--- src/rtl/burst_rr_scheduler.sv ---
// Round-robin burst scheduler: one registered one-hot grant is held for a whole burst of req_len+1 beats.
// Optional feature: define BURST_RR_SCHED_ABORT_EN to add an abort input that ends the current burst early.
module burst_rr_scheduler #(
  parameter int CLIENTS = 8,
  parameter int LEN_W   = 4
) (
  input  logic                     clock,
  input  logic                     reset,
  input  logic [CLIENTS-1:0]       request,
  input  logic [CLIENTS*LEN_W-1:0] req_len,
  input  logic                     stall,
`ifdef BURST_RR_SCHED_ABORT_EN
  input  logic                     abort,
`endif
  output logic [CLIENTS-1:0]       grant,
  output logic                     busy,
  output logic                     last,
  output logic [LEN_W-1:0]         beats_left
);

  localparam int IDX_W = (CLIENTS > 1) ? $clog2(CLIENTS) : 1;

  typedef enum logic {
    IDLE,
    BURST
  } state_t;

  state_t             state_q, state_d;
  logic [IDX_W-1:0]   ptr_q, ptr_d;
  logic [IDX_W-1:0]   idx_q, idx_d;
  logic [CLIENTS-1:0] grant_q, grant_d;
  logic [LEN_W-1:0]   beats_q, beats_d;

  logic [IDX_W-1:0]   next_ptr;
  logic [IDX_W-1:0]   search_ptr;
  logic [IDX_W-1:0]   win_idx;
  logic [IDX_W-1:0]   cand;
  logic [LEN_W-1:0]   win_len;
  logic               found;
  logic               last_beat;
  logic               complete;
  int                 sum;

  assign last_beat = (state_q == BURST) && (beats_q == '0);

`ifdef BURST_RR_SCHED_ABORT_EN
  assign complete = (state_q == BURST) && ((last_beat && !stall) || abort);
`else
  assign complete = (state_q == BURST) && last_beat && !stall;
`endif

  // At completion the search starts just past the finishing client, making it lowest priority.
  assign next_ptr   = (idx_q == IDX_W'(CLIENTS - 1)) ? '0 : idx_q + 1'b1;
  assign search_ptr = (state_q == BURST) ? next_ptr : ptr_q;

  always_comb begin
    // NOTE: every combinational output gets a default first so no path leaves it unassigned (no latch).
    found   = 1'b0;
    win_idx = '0;
    cand    = '0;
    sum     = 0;
    for (int i = 0; i < CLIENTS; i++) begin
      sum = int'(search_ptr) + i;
      if (sum >= CLIENTS) sum = sum - CLIENTS;
      cand = IDX_W'(sum);
      if (!found && request[cand]) begin
        found   = 1'b1;
        win_idx = cand;
      end
    end
  end

  assign win_len = req_len[int'(win_idx)*LEN_W +: LEN_W];

  always_comb begin
    state_d = state_q;
    ptr_d   = ptr_q;
    idx_d   = idx_q;
    grant_d = grant_q;
    beats_d = beats_q;
    unique case (state_q)
      IDLE: begin
        if (found && !stall) begin
          state_d = BURST;
          idx_d   = win_idx;
          grant_d = CLIENTS'(1) << win_idx;
          beats_d = win_len;
        end
      end
      BURST: begin
        if (complete) begin
          ptr_d = next_ptr;
          if (found) begin
            idx_d   = win_idx;
            grant_d = CLIENTS'(1) << win_idx;
            beats_d = win_len;
          end else begin
            state_d = IDLE;
            grant_d = '0;
            beats_d = '0;
          end
        end else if (!stall && beats_q != '0) begin
          beats_d = beats_q - 1'b1;
        end
      end
      default: state_d = IDLE;
    endcase
  end

  always_ff @(posedge clock or negedge reset) begin
    // NOTE: sequential state uses non-blocking assignments so every register samples pre-edge values.
    if (!reset) begin
      state_q <= IDLE;
      ptr_q   <= '0;
      idx_q   <= '0;
      grant_q <= '0;
      beats_q <= '0;
    end else begin
      state_q <= state_d;
      ptr_q   <= ptr_d;
      idx_q   <= idx_d;
      grant_q <= grant_d;
      beats_q <= beats_d;
    end
  end

  assign grant      = grant_q;
  assign busy       = |grant_q;
  assign last       = last_beat;
  assign beats_left = beats_q;

endmodule

--- config.mk ---
export PLATFORM = sky130hd
export DESIGN_NAME = burst_rr_scheduler
export DESIGN_NICKNAME = d
export VERILOG_FILES = /design/src/rtl/burst_rr_scheduler.sv
export SDC_FILE = /design/constraint.sdc
export NUM_CORES = 1
export LEC_CHECK = 0
export ABC_AREA = 1
export CAP_MARGIN = 20
export CORE_MARGIN = 3
export CORE_UTILIZATION = 50
export DETAILED_ROUTE_END_ITERATION = 12
export HOLD_SLACK_MARGIN = 0.15
export PLACE_DENSITY = 0.86
export REMOVE_ABC_BUFFERS = 1
export SLEW_MARGIN = 20
export SYNTH_ARGS = -nofsm -noshare
export SYNTH_HDL_FRONTEND = slang
export SYNTH_SLANG_ARGS = --single-unit
export TNS_END_PERCENT = 100
--- constraint.sdc ---
create_clock -name clock -period 4.3 [get_ports clock]
set_clock_uncertainty 0.15 [all_clocks]
set_input_delay 0.645 -clock clock [delete_from_list [all_inputs] [get_ports clock]]
set_output_delay 0.645 -clock clock [all_outputs]
set_load 0.005 [all_outputs]
### Word level (Yosys, flattened, before mapping)

Cells that the tools add are included.

| cells by class | value |
|---|---|
| muxes and demuxes | 59 |
| bitwise operators | 1 |
| reduce and logical (&&, ||, !) cells | 27 |
| shift-type cells | 2 |
| add/subtract/negate cells | 17 |
| magnitude comparators | 16 |
| equal/unequal tests | 5 |

Operators with widths:

| operator | number |
|---|---|
| $mux W3 | 21 |
| $lt A3 B4 Y1 const B | 8 |
| $shiftx A32 B6 Y4 | 1 |
| $ge A4 B4 Y1 const B | 7 |
| $bmux W1 S3 | 8 |
| $mux W8 | 3 |
| $sub A3 B1 Y3 const B | 8 |
| $mux W1 | 19 |
| $add A3 B3 Y4 const B | 4 |
| $mux W4 | 4 |
| $pmux W8 S2 | 1 |
| $logic_and A1 B1 Y1 | 12 |
| $add A3 B2 Y4 const B | 2 |
| $logic_not A1 Y1 | 8 |
| $pmux W4 S2 | 1 |
| $reduce_or A8 Y1 | 1 |
| $shl A1 B3 Y8 const A | 1 |
| $pmux W3 S2 | 1 |
| $reduce_and A2 Y1 | 3 |
| $add A3 B1 Y4 const B | 1 |
| $ge A3 B4 Y1 const B | 1 |
| $logic_not A4 Y1 | 1 |
| $ne A2 B1 Y1 const B | 2 |
| $reduce_bool A4 Y1 | 1 |
| other kinds (8) | 8 |

| storage, ports and cells | value |
|---|---|
| bits in registers | 19 |
| output and inout bits | 14 |
| word-level logic and storage cells | 132 |
| input bits | 43 |

### Depth between registers and ports, before layout

| logic depth | value |
|---|---|
| depth after elaboration | 33 |
| gate-level depth with buffers | 26 |

### Worst setup path after synthesis

OpenSTA, ideal clock, no wires.

| timing | value |
|---|---|
| kind | reg2reg |
| start point | reg idx_q[0] |
| end point | reg beats_q[0], in the netlist beats_left[0] |
| required time | 4.028 ns |
| slack | 0.944 ns |
| cell stages (with the launch flop) | 22 |
| arrival | 3.084 ns |
| clock period less this slack | 3.356 ns |
| setup time | 0.122 ns |
| path through | dfrtp_1 > ha_1 > ha_1 > nor2_2 > nand2_4 > nand2_4 > buf_12 > ha_1 > xor2_4 > nand3_1 > nand2_2 > nand4_4 > nor2_4 > nand4_4 > nor2_2 > o21bai_1 > buf_4 > nand2_1 > nand2_1 > nand2_1 > nand3_1 > a21oi_2 |

| on the way | value |
|---|---|
| cells in the longest elaborated chain, start to end | 33 |

Ends and longest elaborated chain:

| element | line | RTL |
|---|---|---|
| from (decl) | 30 | `logic [IDX_W-1:0] idx_q, idx_d;` |
| from (signal assigned) | 121 | `idx_q <= idx_d;` |
| $add A3 B1 Y3 / $eq A3 B3 Y1 (equally long branches) | 53 | `assign next_ptr = (idx_q == IDX_W'(CLIENTS - 1)) ? '0 : idx_q + 1'b1;` |
| $mux W3 (*) | 53 |  |
| $mux W3 (*) | 54 | `assign search_ptr = (state_q == BURST) ? next_ptr : ptr_q;` |
| branches (longest 30 deep; another with $add A3 B1 Y4) | n/a |  |
| to (signal assigned) | 123 | `beats_q <= beats_d;` |
| to (decl) | 32 | `logic [LEN_W-1:0] beats_q, beats_d;` |

Every way passes the cells marked *. The select of a mux whose other input is x is not followed.
A chain may end at the register's enable or synchronous reset.

### Worst setup path after layout

| timing | value |
|---|---|
| start point | reg idx_q[0] |
| end point | reg beats_q[1], in the netlist beats_left[1] |

The elaborated chain is that of the path after synthesis.

==> impl_metrics.ini <==
[outcome]
status = finished clean

[timing]
hold_viol_final = 0
finalCriticalPeriod_ps = 3900
min_period_over_period = 0.906
fmaxAchievable_ghz = 0.257
rsz0062_at_grt = no
finalSetupTns_ps = 0
drv_slew = 0
tightest_slew_ps = 852
setup_viol_count_final = 0
slew_headroom = 0.431

[drt]
ant_nets = 0
drt_wl_total_um = 6390
first_pass_iters = 5
drc_errors = 0
viasPerCell = 5.28
vias = 2598
dr.first_iter.drc_count = 186
routedWlPerCell_um = 13.0

[setup_path]
r2r_setup_slack_ps = 400
path_common_cell = nand2_1
worst_setup_path_start_kind = flop
reg2regPathDepth = 25
cp.arrival_ps = 3940
critical_path_class = reg -> reg
path_max_fanout = 20
required_ps = 4340
crit_path_top_delay_cell = dfrtp_1
cp-end-kind = flop
critical_path.max_stage_delay_ps = 420

[job]
maxCapViolCount = 0

[floorplanning]
die_h_um = 76.0
ios = 57
dieArea_sq_um = 5770
initial_utilization = 0.540
core_area_sq_um = 4530
rows = 24
die_w_um = 76.0

[synth]
yosysMostFrequentCell = nand2_1
post_synth_num_cell_types = 43
ys_top_cells_by_area = dfrtp_1 19%, nand2_1 15%, nand3_1 12%, inv_1 7.5%, nand3b_1 3.7%
postSynthAreaPerCell_sq_um = 6.65
synth_top_cell_area_share = 0.194
synthFlopType = dfrtp_1
synth_cells = 368
ys_ff_latch = 19
ys_warn_count = 0
synth_commonest_cells = 99 x nand2_1, 58 x nand3_1, 49 x inv_1
synth-edff-count = 0
synth_largest_area_cell = dfrtp_1
synthArstFlopShare = 1.00
ys_seq_area_frac = 0.194
syn-cell-area_sq_um = 2450

[global_route]
groute.usage.overall = 0.220
grt_max_degree = 21
grt_antenna_before_repair = 0
grt_pass1_wl_um = 10800
overflow = 0
grt_pass1_vias = 2368

[finish]
nFillCells = 383
register_area_sq_um = 475
multi_input_area_sq_um = 1680
diodes = 0
area_growth_pct = 27.7
nNetsFinal = 477
drive_gt1_frac = 0.162

[clock_tree]
h-tree-depth = 1
hold_buffers = 0
clk_latency_ps = 260
numCtsBuffers = 3
cts_tree = yes
cts_sinks = 19
cts.reportedPaths.clkPinSlew_ps = 70
cts_root_buf = clkbuf_8
clk_path_buf_depth = 2

[placed_design]
io_buffers = 56
routabilityCongestion = 1.08
dp_hpwl_um = 5120

[worst_hold_path]
hp-class = reg -> reg
holdPathStages = 2
[layer usage]
| metal | part of all wire | GRT usage |
|---|---|---|
| met1 | 0.43 | 0.299 |
| met3 | 0.053 | 0.0166 |
| met4 | 0.017 | 0.0707 |
| met2 | 0.50 | 0.371 |
| met5 | 0 | 0 |
[kinds of logic after synthesis]
logic type      count (synthesis)  synth area share
simple gates                  234             0.508
buf+inv                        66             0.127
compound gates                 38             0.111
flops                          19             0.194
fa+ha+maj                       6            0.0307
xor+xnor                        5            0.0286
[worst paths after layout]
kind / from / endpoint
setup / recovery: idx_q[0]$_DFFE_PN0P_ / beats_left[1]$_DFFE_PN0P_
hold reg to reg: idx_q[2]$_DFFE_PN0P_ / idx_q[2]$_DFFE_PN0P_
max in group asynchronous: reset / beats_left[3]$_DFFE_PN0P_
hold / removal: idx_q[2]$_DFFE_PN0P_ / idx_q[2]$_DFFE_PN0P_
setup reg to reg: idx_q[0]$_DFFE_PN0P_ / beats_left[1]$_DFFE_PN0P_
min in group asynchronous: reset / beats_left[1]$_DFFE_PN0P_
[registers in the layout (all words and copies together), names as in the netlist]
name and count:
ptr_q 3, beats_left 4, idx_q 3, state_q 1, grant 8
[repair_timing]
item | in CTS | in global routing
setup endpoints to repair | 0 | 8
setup buffers | 0 | 6
gates resized for setup | 0 | 3
[layout by cell type, fill, tap and decap left out, types with 3 or more instances in the layout]
master,count
a21oi_1,3
a21oi_2,4
a22o_1,7
buf_4,8
clkbuf_8,3
clkdlybuf4s50_1,56
dfrtp_1,19
ha_1,6
inv_1,49
inv_2,7
nand2_1,99
nand2_2,13
nand2_8,4
nand3_1,58
nand3_2,3
nand3b_1,12
nand4_1,7
nor2_1,16
nor2_2,7
o21ai_0,11
o21ai_1,3
o21ai_2,5
[per-stage QoR]
stage	setup WS (ps)	area [sq um]	hold WS (ps)	utilization	instances
6_report	403	3120	377	0.689	492
5_1_grt	47.1	3120	407	0.689	492
4_1_cts	265	3060	377	0.674	486
3_5_place_dp	284	3010	357	0.664	482
3_3_place_gp	379	3010	337	0.664	482
2_1_floorplan	782	2350	199	-	359
[cell type report]
cell class	instances	area share
Clock buffer	3	0.0132
Clock inverter	1	0.00160
Inverter	57	0.0701
Multi-Input combinational cell	283	0.538
Sequential cell	19	0.152
Tap cell	65	0.0260
Timing Repair Buffer	64	0.199
[critical path, delay by kind of cell (launching register included)]
family	cells	cell delay, ps
simple gates	18	2070
fa+ha+maj	3	790
flops	1	420
compound gates	1	140
buf+inv	3	250
Power is left out: the tool's default activity adds up to more than one toggle a clock period on the data nets, which glitch-free logic cannot reach.
==> variant 1: new RTL, config.mk and constraints unchanged <==
The parameter `LEN_W` goes from 4 to 8.
--- a/src/rtl/burst_rr_scheduler.sv
+++ b/src/rtl/burst_rr_scheduler.sv
@@ -2,7 +2,7 @@
 // Optional feature: define BURST_RR_SCHED_ABORT_EN to add an abort input that ends the current burst early.
 module burst_rr_scheduler #(
   parameter int CLIENTS = 8,
-  parameter int LEN_W   = 4
+  parameter int LEN_W   = 8
 ) (
   input  logic                     clock,
   input  logic                     reset,
Ports: changed (resized beats_left and req_len); port bits go from 57 to 93. The function was not compared with the original's and may differ.
==> variant 1 against the original RTL <==
Design area up 34%. Sequential cell count is 4 higher. Die area rose by 26%. Setup slack got worse by 56 ps. First-iteration DRC count rose by 120%. Wire length grew 42%. Via count grew 41%. Synthesized area increased by 28%. Hold slack got worse by 180 ps. Critical endpoint is now beats_left[5].
==> variant 1: results (changes against the original RTL) <==
[finish]
fill_cells = 518  ; was 383
num_antenna_cells = 0  ; unchanged
nets = 686  ; was 477
drive_above_1_share_pct = 10.10  ; was 16.16%

[synth]
yosys-top-cells-count = nand2_1, inv_1, nand3_1  ; was nand2_1, nand3_1, inv_1
yosysSeqAreaShare_pct = 18.34  ; was 19.43%
ys_async_sr_fraction_pct = 100.0  ; unchanged
synth-warning-count = 0  ; unchanged
synth_area_leaders = nand2_1, dfrtp_1, nand3_1, inv_1, nand3b_1  ; was dfrtp_1, nand2_1, nand3_1, inv_1, nand3b_1
synth_ff_type = dfrtp_1  ; unchanged
yosys.cell_types.count = 44  ; was 43

[placement]
place_ws_ps = 221.2  ; was 283.9 ps
io_buffer_count = 92  ; was 56
placed_area_sq_um = 4118  ; was 3012 sq um
dp_hpwl_microns = 7254  ; was 5118 microns
gp_congestion = 0.9550  ; was 1.081

[clocking]
path_clk_slew_ps = 90  ; was 70 ps
cts_root_buffer = clkbuf_8  ; unchanged
numCtsBuffers = 3  ; unchanged
insertion_delay_ps = 270
cts_htree_levels = 1  ; unchanged
cts_hold_buf = 0  ; unchanged
clockBufferDepth = 2  ; unchanged

[grt]
grt_first_pass_wirelength_microns = 15120  ; was 10,780 microns
grt_use_total_pct = 25.18  ; was 22.00%
grt_pass1_vias = 3220  ; was 2,368
antenna_found_initial = 0  ; unchanged
grt_max_degree = 37  ; was 21

[routing]
firstDrtPassIters = 5  ; unchanged
wl_per_cell_microns = 13.38  ; was 12.98 microns
first_iter_violations = 416  ; was 186
vias = 3661  ; was 2,598

[setup_path]
cp_max_fo = 19  ; was 20
r2r_cells = 21  ; was 25
cp.arrival_ps = 3960  ; was 3940 ps

[pwr]
p_leak_nw = 2.148
p_int_mw = 1.472
ir_drop_mv = 0.7287

[outcome]
status = finished clean  ; unchanged

[sta]
drv_slew = 0  ; unchanged
worst_pin_slew_ps = 559.0  ; was 851.5 ps

[min_path]
min_path_type = primary input to async pin  ; was flip-flop to flip-flop

variant 1: power by group through the flow:
stage	registers (mW)	clock network, mW	logic (mW)
3_3_place_gp	0.321	0	3.03
6_report	0.321	0.137	3.18
4_1_cts	0.318	0.140	3.10
2_1_floorplan	0.315	0	2.21
3_5_place_dp	0.322	0	3.08
5_1_grt	0.329	0.150	3.56
variant 1: what timing repair did:
| item | CTS | global route |
|---|---|---|
| setup buffers | 0 | 2 |
| setup endpoints to repair | 0 | 13 |
| gates resized for setup | 0 | 4 |
variant 1: worst max-delay path: stages, from the launching register on:
cell and delay [ps]:
dfrtp_1 410, ha_1 220, ha_1 190, inv_1 100, nand2_1 70, nand2_1 90
nand2_1 170, ha_1 380, clkinvlp_4 200, nand3_1 150, nand3_1 90, nand2_2 180
nand4_4 150, nor2_4 190, nand4_4 180, nor2_4 210, o21bai_4 300, nand2_1 120
nand2_1 90, nand2_1 50, nand3_1 90, a21oi_1 70
variant 1: logic make-up (layout without fill, tap and decap cells):
kind of cell	after synthesis	after routing	share of synthesized area [%]
adders and majority gates	6	6	2.392
muxes	1	1	0.3588
and+or+nand+nor	336	336	53.31
xor gates and xnor gates	10	10	3.509
DFF	23	23	18.34
AOI/OAI and AO/OA	45	45	9.609
buffers and inverters	89	183	12.48
variant 1: worst paths after layout:
path | to | from | slack (ps)
worst max-delay path | beats_left[5] | idx_q[0] | 350
worst min-delay path | beats_left[5] | reset | 200
worst max register to register | beats_left[5] | idx_q[0] | 350
worst min register to register | idx_q[2] | idx_q[2] | 360
max in group asynchronous | grant[3] | reset | 3440
min in group clock | idx_q[2] | idx_q[2] | 360
variant 1: through the flow:
stage               power, mW  std cells
global route            4.041        679
global placement        3.348        673
floorplan               2.522        496
CTS                     3.559        677
finish                  3.640        679
detailed placement      3.407        673
variant 1: cell type report:
| cell class | instances | area (sq um) | share of cell area [%] |
|---|---|---|---|
| repair buffers | 104 | 1013 | 24.16 |
| well taps | 75 | 93.84 | 2.237 |
| multi-input cells | 398 | 2180 | 51.97 |
| inverters | 75 | 285.3 | 6.802 |
| clock inverters | 1 | 5.005 | 0.1193 |
| flip-flops and latches | 23 | 575.6 | 13.72 |
| clock buffers | 3 | 41.29 | 0.9845 |
variant 1: per-layer routing:
| metal | GRT usage [%] | share of wire [%] |
|---|---|---|
| met5 | 0 | 0 |
| met4 | 4.748 | 1.0 |
| met3 | 3.010 | 7.6 |
| met2 | 40.89 | 48 |
| met1 | 36.14 | 43 |
==> variant 2: new RTL, same flow settings <==
Made on the original files. Make the reset (`reset`) synchronous in one clocked block.
--- a/src/rtl/burst_rr_scheduler.sv
+++ b/src/rtl/burst_rr_scheduler.sv
@@ -107,7 +107,7 @@
     endcase
   end
 
-  always_ff @(posedge clock or negedge reset) begin
+  always_ff @(posedge clock) begin
     // NOTE: sequential state uses non-blocking assignments so every register samples pre-edge values.
     if (!reset) begin
       state_q <= IDLE;
Behaviour: differs if reset is asserted again (counterexample within 4 cycles, from zero or initial values and one cycle with reset low); with reset held inactive, the same outputs for 4 cycles.
==> variant 2 against the original RTL <==
Setup slack worse by 17 ps. Wire length decreased by 8.4%. Synthesized area down 9.3%. Design area down 9.4%. Sequential cell count did not move. Maximum frequency shrank 0.43%. Critical path type unchanged. Critical endpoint is now beats_left[2].
Power is left out: it rests on default switching activity, and per cell area and clock period it moved more than threefold.
==> variant 2: results (changes against the original RTL) <==
[synth]
synth_edf_count = 0  ; unchanged
synth_ff_type = dfxtp_1  ; was dfrtp_1
yosys.area_share.adder_pct = 3.380  ; was 3.067%
synth-xor-area-share_pct = 1.521  ; was 2.863%
yosys.cell_types.count = 39  ; was 43
synth_compound_area_share_pct = 12.56  ; was 11.09%
synth_area_leaders = nand2_1, dfxtp_1, nand3_1, inv_1, nand4_1  ; was dfrtp_1, nand2_1, nand3_1, inv_1, nand3b_1
yosys-top-cells-count = nand2_1, inv_1, nand3_1  ; was nand2_1, nand3_1, inv_1
yosysSeqAreaShare_pct = 17.13  ; was 19.43%
synth-warning-count = 0  ; unchanged
ys_async_sr_fraction_pct = 0  ; was 100.0%
synth_mux_area_share_pct = 0  ; unchanged

[finish]
fill_cells = 388  ; was 383
nets = 490  ; was 477
largest_reg_flops = 8  ; unchanged
num_antenna_cells = 0  ; unchanged
drive_above_1_share_pct = 8.864  ; was 16.16%

[placement]
gp_congestion = 0.9342  ; was 1.081
dp_hpwl_microns = 4659  ; was 5118 microns

[clocking]
clockBufferDepth = 2  ; unchanged
cts_resized = 0  ; unchanged
post-cts-setup-buffer-count = 0  ; unchanged
insertion_delay_ps = 260  ; about the same
cts_root_buffer = clkbuf_8  ; unchanged
numCtsBuffers = 3  ; unchanged
cts_htree_levels = 1  ; unchanged
path_clk_slew_ps = 80

[min_path]
min_from = ptr_q[1]  ; was idx_q[2]
min_path_type = flip-flop to flip-flop  ; unchanged

[grt]
grt_first_pass_wirelength_microns = 10070  ; was 10,780 microns
antenna_found_initial = 0  ; unchanged
grt_pass1_vias = 2454  ; was 2,368
grt_max_degree = 24  ; was 21
grt_use_total_pct = 23.04  ; was 22.00%

[setup_path]
cp_max_fo = 18  ; was 20
cp-startpoint = idx_q[0]  ; unchanged
r2r-start = idx_q[0]  ; unchanged

[routing]
first_iter_violations = 160  ; was 186
wl_per_cell_microns = 11.94  ; was 12.98 microns
firstDrtPassIters = 4  ; was 5
via_per_inst = 5.237  ; was 5.280

[sta]
relSlewSlack_pct = 65.33  ; was 43.05%

[outcome]
status = finished clean  ; unchanged

variant 2: cell types whose count changed in the layout (fill, tap and decap cells not counted), moves of 5 or more:
cell and delta:
dfrtp_1 -19, dfxtp_1 +19, nand2_1 +19, a21oi_1 +18, inv_1 +15, nand3b_1 -12, nand4_1 +11, a22o_1 -7
buf_4 -7, nand3_1 -7, nor2_2 -6, nand2_2 -5, o21ai_0 +5
variant 2: through the flow:
step | instance area (sq um) | util (%) | setup WS (ps) | instances
CTS | 2821 | 68.09 | 380.9 | 489
floorplan | 2145 | - | 799.6 | 378
global route | 2831 | 68.33 | 16.27 | 490
global placement | 2775 | 66.97 | 567.8 | 485
detailed placement | 2775 | 66.97 | 412.9 | 485
finish | 2831 | 68.33 | 386.3 | 490
variant 2: cell type report:
type / instances / area share [%]
clock buffer: 3 / 1.458
clock inverter: 1 / 0.1768
inverter: 73 / 9.677
multi-input combinational: 287 / 52.98
sequential: 19 / 13.43
tap: 50 / 2.209
timing repair buffer: 57 / 20.06
variant 2: worst paths after layout:
kind | endpoint | slack (ps) | cells past startpoint
setup / recovery | beats_left[2] | 390 | 23
hold / removal | ptr_q[1] | 330 | 2
setup reg to reg | beats_left[2] | 390 | 23
hold reg to reg | ptr_q[1] | 330 | 2
variant 2: kinds of logic (layout without fill, tap and decap cells):
logic type      Yosys count  in the layout
flops                    19             19
buf+inv                  83            134
fa+ha+maj                 6              6
xor+xnor                  3              3
simple gates            228            229
compound gates           49             49
variant 2: per-layer routing:
| layer | global-route usage [%] | routed length, microns | up-vias |
|---|---|---|---|
| met4 | 8.197 | 96 | 0 |
| met1 | 27.80 | 2553 | 1133 |
| li1 | - | - | 1355 |
| met2 | 42.18 | 2939 | 69 |
| met5 | 0 | 0 | - |
| met3 | 2.066 | 261 | 9 |
variant 2: worst max-delay path: stages (launching register included):
cell     delay (ps)
dfxtp_1         330
ha_1            200
ha_1            190
nor2_1          190
nand2_4         120
nand2_4         150
inv_1           110
ha_1            400
inv_1            80
nand3_1         130
nand3_1          90
nand2_1         160
nand4_2         160
nor2_4          180
nand4_4         140
nand3_4         220
nand3_2         270
nand2_1         120
nand2_1          50
nand2_1          50
nand2_1          50
nand2_1          60
nand3_1          80
a21oi_1         140
